File: src/rtl/disp_pkg.sv
// Shared constants and types for the display scan controller.
// Segment codes are g..a, active-high.
package disp_pkg;

  localparam logic [6:0] SEG_0     = 7'b0111111;
  localparam logic [6:0] SEG_1     = 7'b0000110;
  localparam logic [6:0] SEG_2     = 7'b1011011;
  localparam logic [6:0] SEG_3     = 7'b1001111;
  localparam logic [6:0] SEG_4     = 7'b1100110;
  localparam logic [6:0] SEG_5     = 7'b1101101;
  localparam logic [6:0] SEG_6     = 7'b1111100;
  localparam logic [6:0] SEG_7     = 7'b0000111;
  localparam logic [6:0] SEG_8     = 7'b1111111;
  localparam logic [6:0] SEG_9     = 7'b1100111;
  localparam logic [6:0] SEG_BLANK = 7'b0000000;

  typedef enum logic [1:0] {
    IDLE,
    SHOW,
    GUARD
  } scan_st_t;

  localparam logic [2:0] SEC_LO = 3'd0;
  localparam logic [2:0] SEC_HI = 3'd1;
  localparam logic [2:0] MIN_LO = 3'd2;
  localparam logic [2:0] MIN_HI = 3'd3;
  localparam logic [2:0] HR_LO  = 3'd4;
  localparam logic [2:0] HR_HI  = 3'd5;

  // Map a digit index to its blink_sel field bit.
  function automatic logic [1:0] field_of(
    input logic [2:0] idx
  );
    logic [1:0] f;
    f = 2'd0;
    unique case (1'b1)
      (idx == SEC_LO || idx == SEC_HI): f = 2'd0;
      (idx == MIN_LO || idx == MIN_HI): f = 2'd1;
      default:                          f = 2'd2;
    endcase
    return f;
  endfunction

endpackage

File: src/rtl/disp_scan_ctrl_if.sv
// Time-word and display-pin bundle for disp_scan_ctrl.
// master = time source / pin observer, slave = controller.
interface disp_scan_ctrl_if;

  logic [23:0] time_in;
  logic        time_vld;
  logic        time_ack;
  logic [2:0]  blink_sel;
  logic        disp_en;
  logic [6:0]  seg;
  logic [5:0]  dig_sel;
  logic        frame_done;

  modport master (
    output time_in, time_vld,
    output blink_sel, disp_en,
    input  time_ack, seg,
    input  dig_sel, frame_done
  );

  modport slave (
    input  time_in, time_vld,
    input  blink_sel, disp_en,
    output time_ack, seg,
    output dig_sel, frame_done
  );

endinterface

File: src/rtl/bcd_seg7_dec.sv
// Combinational BCD to 7-segment decoder (g..a).
// Non-BCD nibbles decode blank.
module bcd_seg7_dec
  import disp_pkg::*;
(
  input  logic [3:0] i_bcd,
  output logic [6:0] o_seg
);

  // Table lookup, blank for 10..15
  always_comb begin
    o_seg = SEG_BLANK;
    case (i_bcd)
      4'd0: o_seg = SEG_0;
      4'd1: o_seg = SEG_1;
      4'd2: o_seg = SEG_2;
      4'd3: o_seg = SEG_3;
      4'd4: o_seg = SEG_4;
      4'd5: o_seg = SEG_5;
      4'd6: o_seg = SEG_6;
      4'd7: o_seg = SEG_7;
      4'd8: o_seg = SEG_8;
      4'd9: o_seg = SEG_9;
      default: o_seg = SEG_BLANK;
    endcase
  end

endmodule

File: src/rtl/disp_scan_ctrl.sv
// Six-digit multiplexed 7-seg scan controller with guard gaps and blink.
// Optional DISP_LZB_EN: blank a zero hours-tens digit.
module disp_scan_ctrl #(
  parameter int CLK_DIV   = 50000,
  parameter int GUARD_CYC = 8,
  parameter int BLINK_DIV = 64
) (
  input  logic             clk,
  input  logic             rst,
  disp_scan_ctrl_if.slave  bus
);

  import disp_pkg::*;

  localparam int PW = $clog2(CLK_DIV);
  localparam int FW = $clog2(BLINK_DIV + 1);

  scan_st_t        r_state;
  logic [PW-1:0]   r_presc;
  logic [2:0]      r_idx;
  logic [23:0]     r_shadow;
  logic [FW-1:0]   r_frm;
  logic            r_phase;
  logic [6:0]      r_seg;
  logic [5:0]      r_dig;
  logic            r_ack;
  logic            r_fd;

  logic            w_show_end;
  logic            w_guard_end;
  logic            w_wrap;
  logic            w_load;
  logic [2:0]      w_nxt_idx;
  logic [23:0]     w_src;
  logic [3:0]      w_nib;
  logic [6:0]      w_dec;
  logic            w_blink;
  logic            w_lzb;
  logic [6:0]      w_seg_on;
  logic [5:0]      w_onehot;

  assign w_show_end  = (r_state == SHOW) &&
                       (r_presc == PW'(CLK_DIV - 1));
  assign w_guard_end = (r_state == GUARD) &&
                       (r_presc == PW'(GUARD_CYC - 1));
  assign w_wrap      = w_guard_end && (r_idx == HR_HI);
  assign w_load      = bus.time_vld &&
                       ((r_state == IDLE) ||
                        (w_wrap && bus.disp_en));

  // Digit about to be lit: next in GUARD, digit 0 from IDLE.
  assign w_nxt_idx = (r_state != GUARD) ? 3'd0 :
                     (r_idx == HR_HI)   ? 3'd0 :
                                          r_idx + 3'd1;

  // Decode from the word the shadow will hold after this edge.
  assign w_src = w_load ? bus.time_in : r_shadow;
  assign w_nib = w_src[{w_nxt_idx, 2'b00} +: 4];

  bcd_seg7_dec u_dec (
    .i_bcd (w_nib),
    .o_seg (w_dec)
  );

  assign w_blink = r_phase &&
                   bus.blink_sel[field_of(w_nxt_idx)];

`ifdef DISP_LZB_EN
  assign w_lzb = (w_nxt_idx == HR_HI) && (w_nib == 4'd0);
`else
  assign w_lzb = 1'b0;
`endif

  assign w_seg_on = (w_blink || w_lzb) ? SEG_BLANK : w_dec;
  assign w_onehot = 6'd1 << w_nxt_idx;

  // Scan FSM; outputs registered alongside the state transition.
  always_ff @(posedge clk) begin
    if (rst) begin
      r_state  <= IDLE;
      r_presc  <= '0;
      r_idx    <= 3'd0;
      r_shadow <= '0;
      r_frm    <= '0;
      r_phase  <= 1'b0;
      r_seg    <= SEG_BLANK;
      r_dig    <= '0;
      r_ack    <= 1'b0;
      r_fd     <= 1'b0;
    end else begin
      r_ack <= 1'b0;
      r_fd  <= 1'b0;
      if (w_load) begin
        r_shadow <= bus.time_in;
        r_ack    <= 1'b1;
      end
      if (!bus.disp_en) begin
        r_state <= IDLE;
        r_idx   <= 3'd0;
        r_presc <= '0;
        r_seg   <= SEG_BLANK;
        r_dig   <= '0;
      end else begin
        unique case (r_state)
          IDLE: begin
            r_state <= SHOW;
            r_idx   <= 3'd0;
            r_presc <= '0;
            r_dig   <= w_onehot;
            r_seg   <= w_seg_on;
          end
          SHOW: begin
            if (w_show_end) begin
              r_state <= GUARD;
              r_presc <= '0;
              r_dig   <= '0;
              r_seg   <= SEG_BLANK;
              if (r_idx == HR_HI) begin
                r_fd <= 1'b1;
                if (r_frm == FW'(BLINK_DIV - 1)) begin
                  r_frm   <= '0;
                  r_phase <= ~r_phase;
                end else begin
                  r_frm <= r_frm + 1'b1;
                end
              end
            end else begin
              r_presc <= r_presc + 1'b1;
            end
          end
          GUARD: begin
            if (w_guard_end) begin
              r_state <= SHOW;
              r_idx   <= w_nxt_idx;
              r_presc <= '0;
              r_dig   <= w_onehot;
              r_seg   <= w_seg_on;
            end else begin
              r_presc <= r_presc + 1'b1;
            end
          end
          default: r_state <= IDLE;
        endcase
      end
    end
  end

  assign bus.seg        = r_seg;
  assign bus.dig_sel    = r_dig;
  assign bus.time_ack   = r_ack;
  assign bus.frame_done = r_fd;

endmodule

File: src/flat_wrapper.sv
// flat-port wrapper written by rule: the top's interface ports become plain ports
module disp_scan_ctrl_flat import disp_pkg::*;
#(
  parameter int CLK_DIV   = 50000,
  parameter int GUARD_CYC = 8,
  parameter int BLINK_DIV = 64
)
  (clk, rst, bus_time_in, bus_time_vld, bus_blink_sel, bus_disp_en, bus_time_ack, bus_seg, bus_dig_sel, bus_frame_done);
  disp_scan_ctrl_if bus_i ();
  input  logic clk;
  input  logic rst;
  input wire logic [$bits(bus_i.time_in)-1:0] bus_time_in;
  input wire logic [$bits(bus_i.time_vld)-1:0] bus_time_vld;
  input wire logic [$bits(bus_i.blink_sel)-1:0] bus_blink_sel;
  input wire logic [$bits(bus_i.disp_en)-1:0] bus_disp_en;
  output wire logic [$bits(bus_i.time_ack)-1:0] bus_time_ack;
  output wire logic [$bits(bus_i.seg)-1:0] bus_seg;
  output wire logic [$bits(bus_i.dig_sel)-1:0] bus_dig_sel;
  output wire logic [$bits(bus_i.frame_done)-1:0] bus_frame_done;
  assign bus_i.time_in = bus_time_in;
  assign bus_i.time_vld = bus_time_vld;
  assign bus_i.blink_sel = bus_blink_sel;
  assign bus_i.disp_en = bus_disp_en;
  assign bus_time_ack = bus_i.time_ack;
  assign bus_seg = bus_i.seg;
  assign bus_dig_sel = bus_i.dig_sel;
  assign bus_frame_done = bus_i.frame_done;
  disp_scan_ctrl #(.CLK_DIV(CLK_DIV), .GUARD_CYC(GUARD_CYC), .BLINK_DIV(BLINK_DIV)) u_core (.clk(clk), .rst(rst), .bus(bus_i));
endmodule
File: config.mk
export PLATFORM = sky130hd
export DESIGN_NAME = disp_scan_ctrl_flat
export DESIGN_NICKNAME = d
export VERILOG_FILES = /design/src/rtl/disp_pkg.sv /design/src/rtl/disp_scan_ctrl_if.sv /design/src/rtl/bcd_seg7_dec.sv /design/src/rtl/disp_scan_ctrl.sv /design/src/flat_wrapper.sv
export SDC_FILE = /design/constraint.sdc
export NUM_CORES = 1
export LEC_CHECK = 0
export BUFFER_PORTS_ARGS = -buffer_cell sky130_fd_sc_hd__buf_2
export CORE_MARGIN = 2
export CORE_UTILIZATION = 58
export DETAILED_ROUTE_END_ITERATION = 10
export PLACE_DENSITY = 0.76
export SLEW_MARGIN = 0
export SYNTH_ARGS = -nofsm -noshare
export SYNTH_HDL_FRONTEND = slang
export SYNTH_SLANG_ARGS = --single-unit
File: constraint.sdc
create_clock -name clk -period 3.6 [get_ports clk]
set_clock_uncertainty 0.2 [all_clocks]
set_input_delay 0.72 -clock clk [delete_from_list [all_inputs] [get_ports clk]]
set_output_delay 0.72 -clock clk [all_outputs]
set_load 0.01 [all_outputs]
=== Word level (Yosys, flattened, before mapping) ===
Memories as Yosys holds them, arrays and structs flattened.
Cells that the tools add are included.

* Add/subtract/negate cells: 3
* Multipliers: 0
* Divide/modulo/power cells: 0
* Order comparisons: 1
* Equal/unequal tests: 12
* Shifts and indexed selects: 2
* Multiplexer cells: 24
* Bitwise operators: 4
* Reduce and logical (&&, ||, !) cells: 20

{| class="wikitable"
|+ Operators with widths
! cell !! count
|-
| one-hot mux 16 bit (3 select lines) || 1
|-
| two-way mux 16 bit || 2
|-
| two-way mux 7 bit || 4
|-
| two-way mux 24 bit || 1
|-
| indexed part select 24 x 6 -> 4 bit || 1
|-
| one-hot mux 7 bit (3 select lines) || 1
|-
| one-hot mux 6 bit (3 select lines) || 1
|-
| adder 16 x 1 -> 16 bit, second input constant || 1
|-
| == test 16 bit, second input constant || 1
|-
| == test 16 x 3 -> 1 bit, second input constant || 1
|-
| two-way mux 6 bit || 2
|-
| two-way mux 3 bit || 3
|-
| adder 7 x 1 -> 7 bit, second input constant || 1
|-
| == test 7 x 6 -> 1 bit, second input constant || 1
|-
| == test 3 x 2 -> 1 bit, second input constant || 2
|-
| logical AND 1 bit || 6
|-
| one-hot mux 2 bit (3 select lines) || 1
|-
| one-hot mux 3 bit (2 select lines) || 1
|-
| left shift 1 x 3 -> 6 bit, first input constant || 1
|-
| AND reduction 5 bit || 1
|-
| two-way mux 2 bit || 2
|-
| inequality test 2 x 1 -> 1 bit, second input constant || 2
|-
| inverter 1 bit || 4
|-
| one-hot mux 2 bit (2 select lines) || 1
|-
| 19 further kinds || 24
|}

* Flip-flop bits (word level): 68
* Bits in latches: 0
* Bits in writable memories: 0
* ROM bits: 112
* Input bits: 31
* Output and inout port bits: 15
* Word-level logic and storage cells: 77
* Memories: 1

{| class="wikitable"
|+ Memories
! memory !! depth !! width !! read ports !! clocked after Yosys merged registers in !! wr ports !! RTL line !! text
|-
| (name not given) || 16 || 7 || 1 || 0 || 0 || bcd_seg7_dec.sv:13 || <nowiki>case (i_bcd)</nowiki>
|}

=== Depth between registers and ports, before layout ===
* Depth in word-level cells: 12
* Mapped depth: 14

=== Cells and area by module ===
A second synthesis with hierarchy kept.

* Cells, all modules: 421
* Area, all modules: 3,492.1 um2

{| class="wikitable"
|+ Modules (own cells, without submodules)
! module !! times used !! cells an instance !! area each (um2)
|-
| disp_scan_ctrl || 1 || 394 || 3,306.9
|-
| bcd_seg7_dec || 1 || 27 || 185.2
|}

=== Least setup slack after synthesis ===
No wires, ideal clock.

* Kind: register to register
* From: reg u_core.r_state[0]
* To: reg u_core.r_seg[3], in the netlist u_core.bus.seg[3]
* Library setup time: 69 ps
* Arrival: 2,668 ps
* Required time: 3,331 ps
* Slack: 663 ps
* Stages on the path, launching flop included: 14
* Path buffers: 2
* Clock period less this slack: 2,937 ps
* Path through: dfxtp_1 > inv_1 > ha_1 > clkbuf_1 > and2_1 > and2_1 > buf_6 > a21oi_4 > mux2i_1 > o32ai_1 > inv_1 > ha_1 > mux2_2 > o21ai_1

* Longest elaborated chain between the ends: 12
* Elaborated cells on any way between the ends: 31
* Those cells by class: eq/ne (8); shift (1); mux (8); reduce/logical (13); memory (1)

{| class="wikitable"
|+ RTL lines
! item !! RTL line !! text
|-
| start: declaration || disp_scan_ctrl.sv:18 || <nowiki>scan_st_t r_state;</nowiki>
|-
| start signal: assignment || disp_scan_ctrl.sv:80 || <nowiki>r_state <= IDLE;</nowiki>
|-
| start signal: assignment || disp_scan_ctrl.sv:98 || <nowiki>r_state <= IDLE;</nowiki>
|-
| start signal: assignment || disp_scan_ctrl.sv:106 || <nowiki>r_state <= SHOW;</nowiki>
|-
| == test 2 bit || disp_scan_ctrl.sv:44, disp_scan_ctrl.sv:104 ||
|-
| logical AND 1 bit || disp_scan_ctrl.sv:44 || <nowiki>assign w_guard_end = (r_state == GUARD) &&</nowiki>
|-
| logical AND 1 bit || disp_scan_ctrl.sv:46 || <nowiki>assign w_wrap = w_guard_end && (r_idx == HR_HI);</nowiki>
|-
| logical AND 1 bit || disp_scan_ctrl.sv:49 || <nowiki>(w_wrap && bus.disp_en));</nowiki>
|-
| logical OR 1 bit || disp_scan_ctrl.sv:48 || <nowiki>((r_state == IDLE) ||</nowiki>
|-
| logical AND 1 bit || disp_scan_ctrl.sv:47 || <nowiki>assign w_load = bus.time_vld &&</nowiki>
|-
| two-way mux 24 bit || disp_scan_ctrl.sv:57 || <nowiki>assign w_src = w_load ? bus.time_in : r_shadow;</nowiki>
|-
| indexed part select 24 x 6 -> 4 bit || disp_scan_ctrl.sv:58 || <nowiki>assign w_nib = w_src[{w_nxt_idx, 2'b00} +: 4];</nowiki>
|-
| memory (16 x 7 bit) || n/a ||
|-
| two-way mux 7 bit || disp_scan_ctrl.sv:74 || <nowiki>assign w_seg_on = (w_blink || w_lzb) ? SEG_BLANK : w_dec;</nowiki>
|-
| two-way mux 7 bit || disp_scan_ctrl.sv:132 || <nowiki>if (w_guard_end) begin</nowiki>
|-
| one-hot mux 7 bit (3 select lines) || disp_scan_ctrl.sv:104 || <nowiki>unique case (r_state)</nowiki>
|-
| end signal: assignment || disp_scan_ctrl.sv:110 || <nowiki>r_seg <= w_seg_on;</nowiki>
|-
| end signal: assignment || disp_scan_ctrl.sv:137 || <nowiki>r_seg <= w_seg_on;</nowiki>
|-
| end: declaration || disp_scan_ctrl.sv:24 || <nowiki>logic [6:0] r_seg;</nowiki>
|}

Parallel ways exist; a longest one is shown, timed or not. The select of a mux whose other input is x is not followed.
A chain may end at the register's enable or synchronous reset.

=== Final worst setup path ===
Same ends and word-level chain as after synthesis.

==> impl_metrics.tcl <==
set metrics [dict create \
    outcome "finished clean" \
    crit_fanout 11 \
    worst_pin_slew_ns 0.7564 \
    core_area_um2 6026 \
    synth_area_um2 3666 \
    postCtsHoldBufs 0 \
    synth_nets 490 \
    holdWs_ns 0.2521 \
    die_x_um 83.50 \
    grt_overflow 0 \
    root_buffer "clkbuf_8" \
    cts_buffer_depth 2 \
    ys_seq_area_share_pct 37.13 \
    grt_max_degree 33 \
    antenna_found_initial 0 \
    ir_worst_vdd_uv 307.2 \
    synthCells 449 \
    setup_violations 0 \
    finalSetupTns_ns 0 \
    cp_top_family "compound AO/OA/AOI/OAI gates" \
    floorplan.initialDensity_pct 60.84 \
    path_buf_inv 2 \
    n_antenna_cell 0 \
    finalHoldViolations 0 \
    dp.cells 550 \
    cp_cell_sequence "inv_1, ha_1, and2_1, and2_1, a21oi_4, mux2i_1, o32ai_2, inv_1, ha_1, mux2_2, o21ai_1" \
    powerDensity_nw_per_um2 389.6 \
    rsz0062_at_grt "no" \
    critical_path_class "reg -> reg" \
    cp.required_ns 3.69 \
    cts.sinks 68 \
    grt_pass1_wl_mm 14.68 \
    drtIter0Drc 234 \
    grt_pass1_vias 3170 \
    cts_tree "done" \
    clkSlewWorstSetupHoldPaths_ns 0.07 \
    nNetsFinal 527 \
    synth_ff_type "dfxtp_1" \
    syn2layout_area_growth_pct 12.39 \
    drive_above_1_share_pct 18.33 \
    grt.total_usage_pct 25.88 \
    maxCapViolCount 0 \
    drv_slew 0 \
    synthTopCellsByArea "dfxtp_1 (37%), nand2_1 (7.7%), a21oi_1 (5.5%)" \
    io_pins 46 \
    post_cts_buffers 0 \
    fin_crit_sh_pct 90.87 \
    synth_enable_flop_cells 0 \
    hpwl_mm 6.277 \
    ant_nets 0 \
    p_leak_uw 0.001628 \
    fin_util_pct 68.38 \
    fmax_mhz 305.7 \
    wirelength_mm 8.711 \
    clk_latency_ns 0.35 \
    vias 3310 \
    vias_per_cell 5.848 \
    std_cell_rows 28 \
    cp-start-kind "flip-flop" \
    htreeDepth 3 \
    period_needed_ns 3.271 \
    slew_headroom_pct 49.23 \
    endpoint_kind "flip-flop" \
    fin_cells 566 \
    crit_slowest_cell "o32ai_2" \
    wl_per_cell_um 15.39 \
    yosys_warnings 0 \
    crit_arrival_ns 3.36 \
    hp-class "reg -> reg" \
    die_h_um 83.50 \
    synth_area_per_cell_um2 8.165 \
    ys_ff_latch 68 \
    dieArea_um2 6972 \
    critPathMaxStageDelay_ns 0.42 \
    yosys.area.top_type "dfxtp_1" \
    async_flop_share_pct 0 \
    numCtsBuffers 9 \
    first_pass_iters 5 \
    ys_types 68 \
    yosysTopAreaCellShare_pct 37.13 \
    gp_congestion 0.9298 \
    drcViolationCount 0 \
    cts.repair.resized 0 \
    port_buffers 45 \
]
-- cells in the mapped netlist (3+ instances only) --
cell type	instances
buf_2	5
clkbuf_1	16
a21oi_1	40
xor2_1	11
o211ai_1	6
o211a_1	3
nor3_1	3
o21ai_0	13
dfxtp_1	68
a211oi_1	5
a31oi_1	4
and3_1	7
inv_1	10
ha_1	10
nand4_1	6
mux2_2	5
xnor2_1	9
nor2_1	47
o21ai_1	5
nor2b_1	10
mux2i_1	8
and2_1	7
buf_4	3
nand3_1	15
nand2_1	75
nor4_1	5
-- layout by cell type (no fill, tap or decap), types with 3 or more instances in the layout --
cell	instances
a31oi_1	4
o21ai_1	5
xnor2_1	9
xor2_1	11
nor2_1	47
buf_4	8
o211a_1	3
ha_1	10
a211oi_1	5
nand2_1	75
nor4_1	5
nand4_1	6
o21ai_0	13
mux2i_1	8
mux2_2	5
and2_1	7
buf_2	45
clkbuf_8	10
nor2b_1	10
o211ai_1	6
dfxtp_1	68
nor3_1	3
and3_1	7
inv_1	10
a21oi_1	40
nand3_1	15
-- worst register-to-register path, delay by kind of cell (launching register included) --
family | cells | cell delay, ns
buf+inv | 2 | 0.25
mux | 2 | 0.45
simple gates | 2 | 0.51
fa+ha+maj | 2 | 0.57
flops | 1 | 0.36
compound gates | 3 | 0.87
-- metrics by stage --
stage / cell area [um2] / total power, uW / worst slack [ns]
floorplan: 3666 / 924.7 / 0.6629
global placement: 3911 / 978.4 / 0.2892
detailed placement: 3911 / 983.5 / 0.1319
CTS: 4113 / 1615 / 0.1279
global route: 4120 / 1664 / 0.1603
finish: 4120 / 1605 / 0.3286
-- state kept, by name, indices dropped and copies added, names as in the netlist --
name / cells
u_core.r_presc: 16
u_core.bus.time_ack: 1
u_core.r_phase: 1
u_core.r_frm: 7
u_core.r_idx: 3
u_core.r_shadow: 24
u_core.bus.seg: 7
u_core.r_state: 2
u_core.bus.dig_sel: 6
u_core.bus.frame_done: 1
-- per-layer routing --
layer  up-vias  track usage, %  share of wire [%]
li1       1659               -                  -
met2       113           41.57                 45
met3        15           7.814                7.1
met4         0           7.478                1.6
met1      1523           33.87                 46
met5         -               0                  0
-- kinds of logic (layout without fill, tap and decap cells) --
logic type	after synthesis	after routing	share of synthesized area (%)
AOI/OAI and AO/OA	102	102	18.84
and+or+nand+nor	198	198	26.83
xor gates and xnor gates	20	20	4.778
muxes	14	14	4.334
buffers and inverters	37	79	4.676
DFF	68	68	37.13
adders and majority gates	10	10	3.413
-- final timing paths --
check                                        start                  to  slack [ns]  cells past startpoint
worst max register to register   u_core.r_state[0]   u_core.bus.seg[3]        0.33                     11
worst max-delay path             u_core.r_state[0]   u_core.bus.seg[3]        0.33                     11
worst min register to register  u_core.r_shadow[8]  u_core.r_shadow[8]        0.25                      2
worst min-delay path            u_core.r_shadow[8]  u_core.r_shadow[8]        0.25                      2
-- power by group --
part | internal (uW) | switching [uW]
sequential | 778 | 11.4
clock | 337 | 300
combinational | 72.1 | 108
-- area by class of cell --
class	count	area (um2)
multi-input combinational	344	2141
inverter	10	37.54
clock inverter	6	63.81
clock buffer	10	137.6
timing repair buffer	53	285.3
fill	523	1906
tap	75	93.84
sequential	68	1361
No activity file was read; power rests on OpenSTA's default activity.
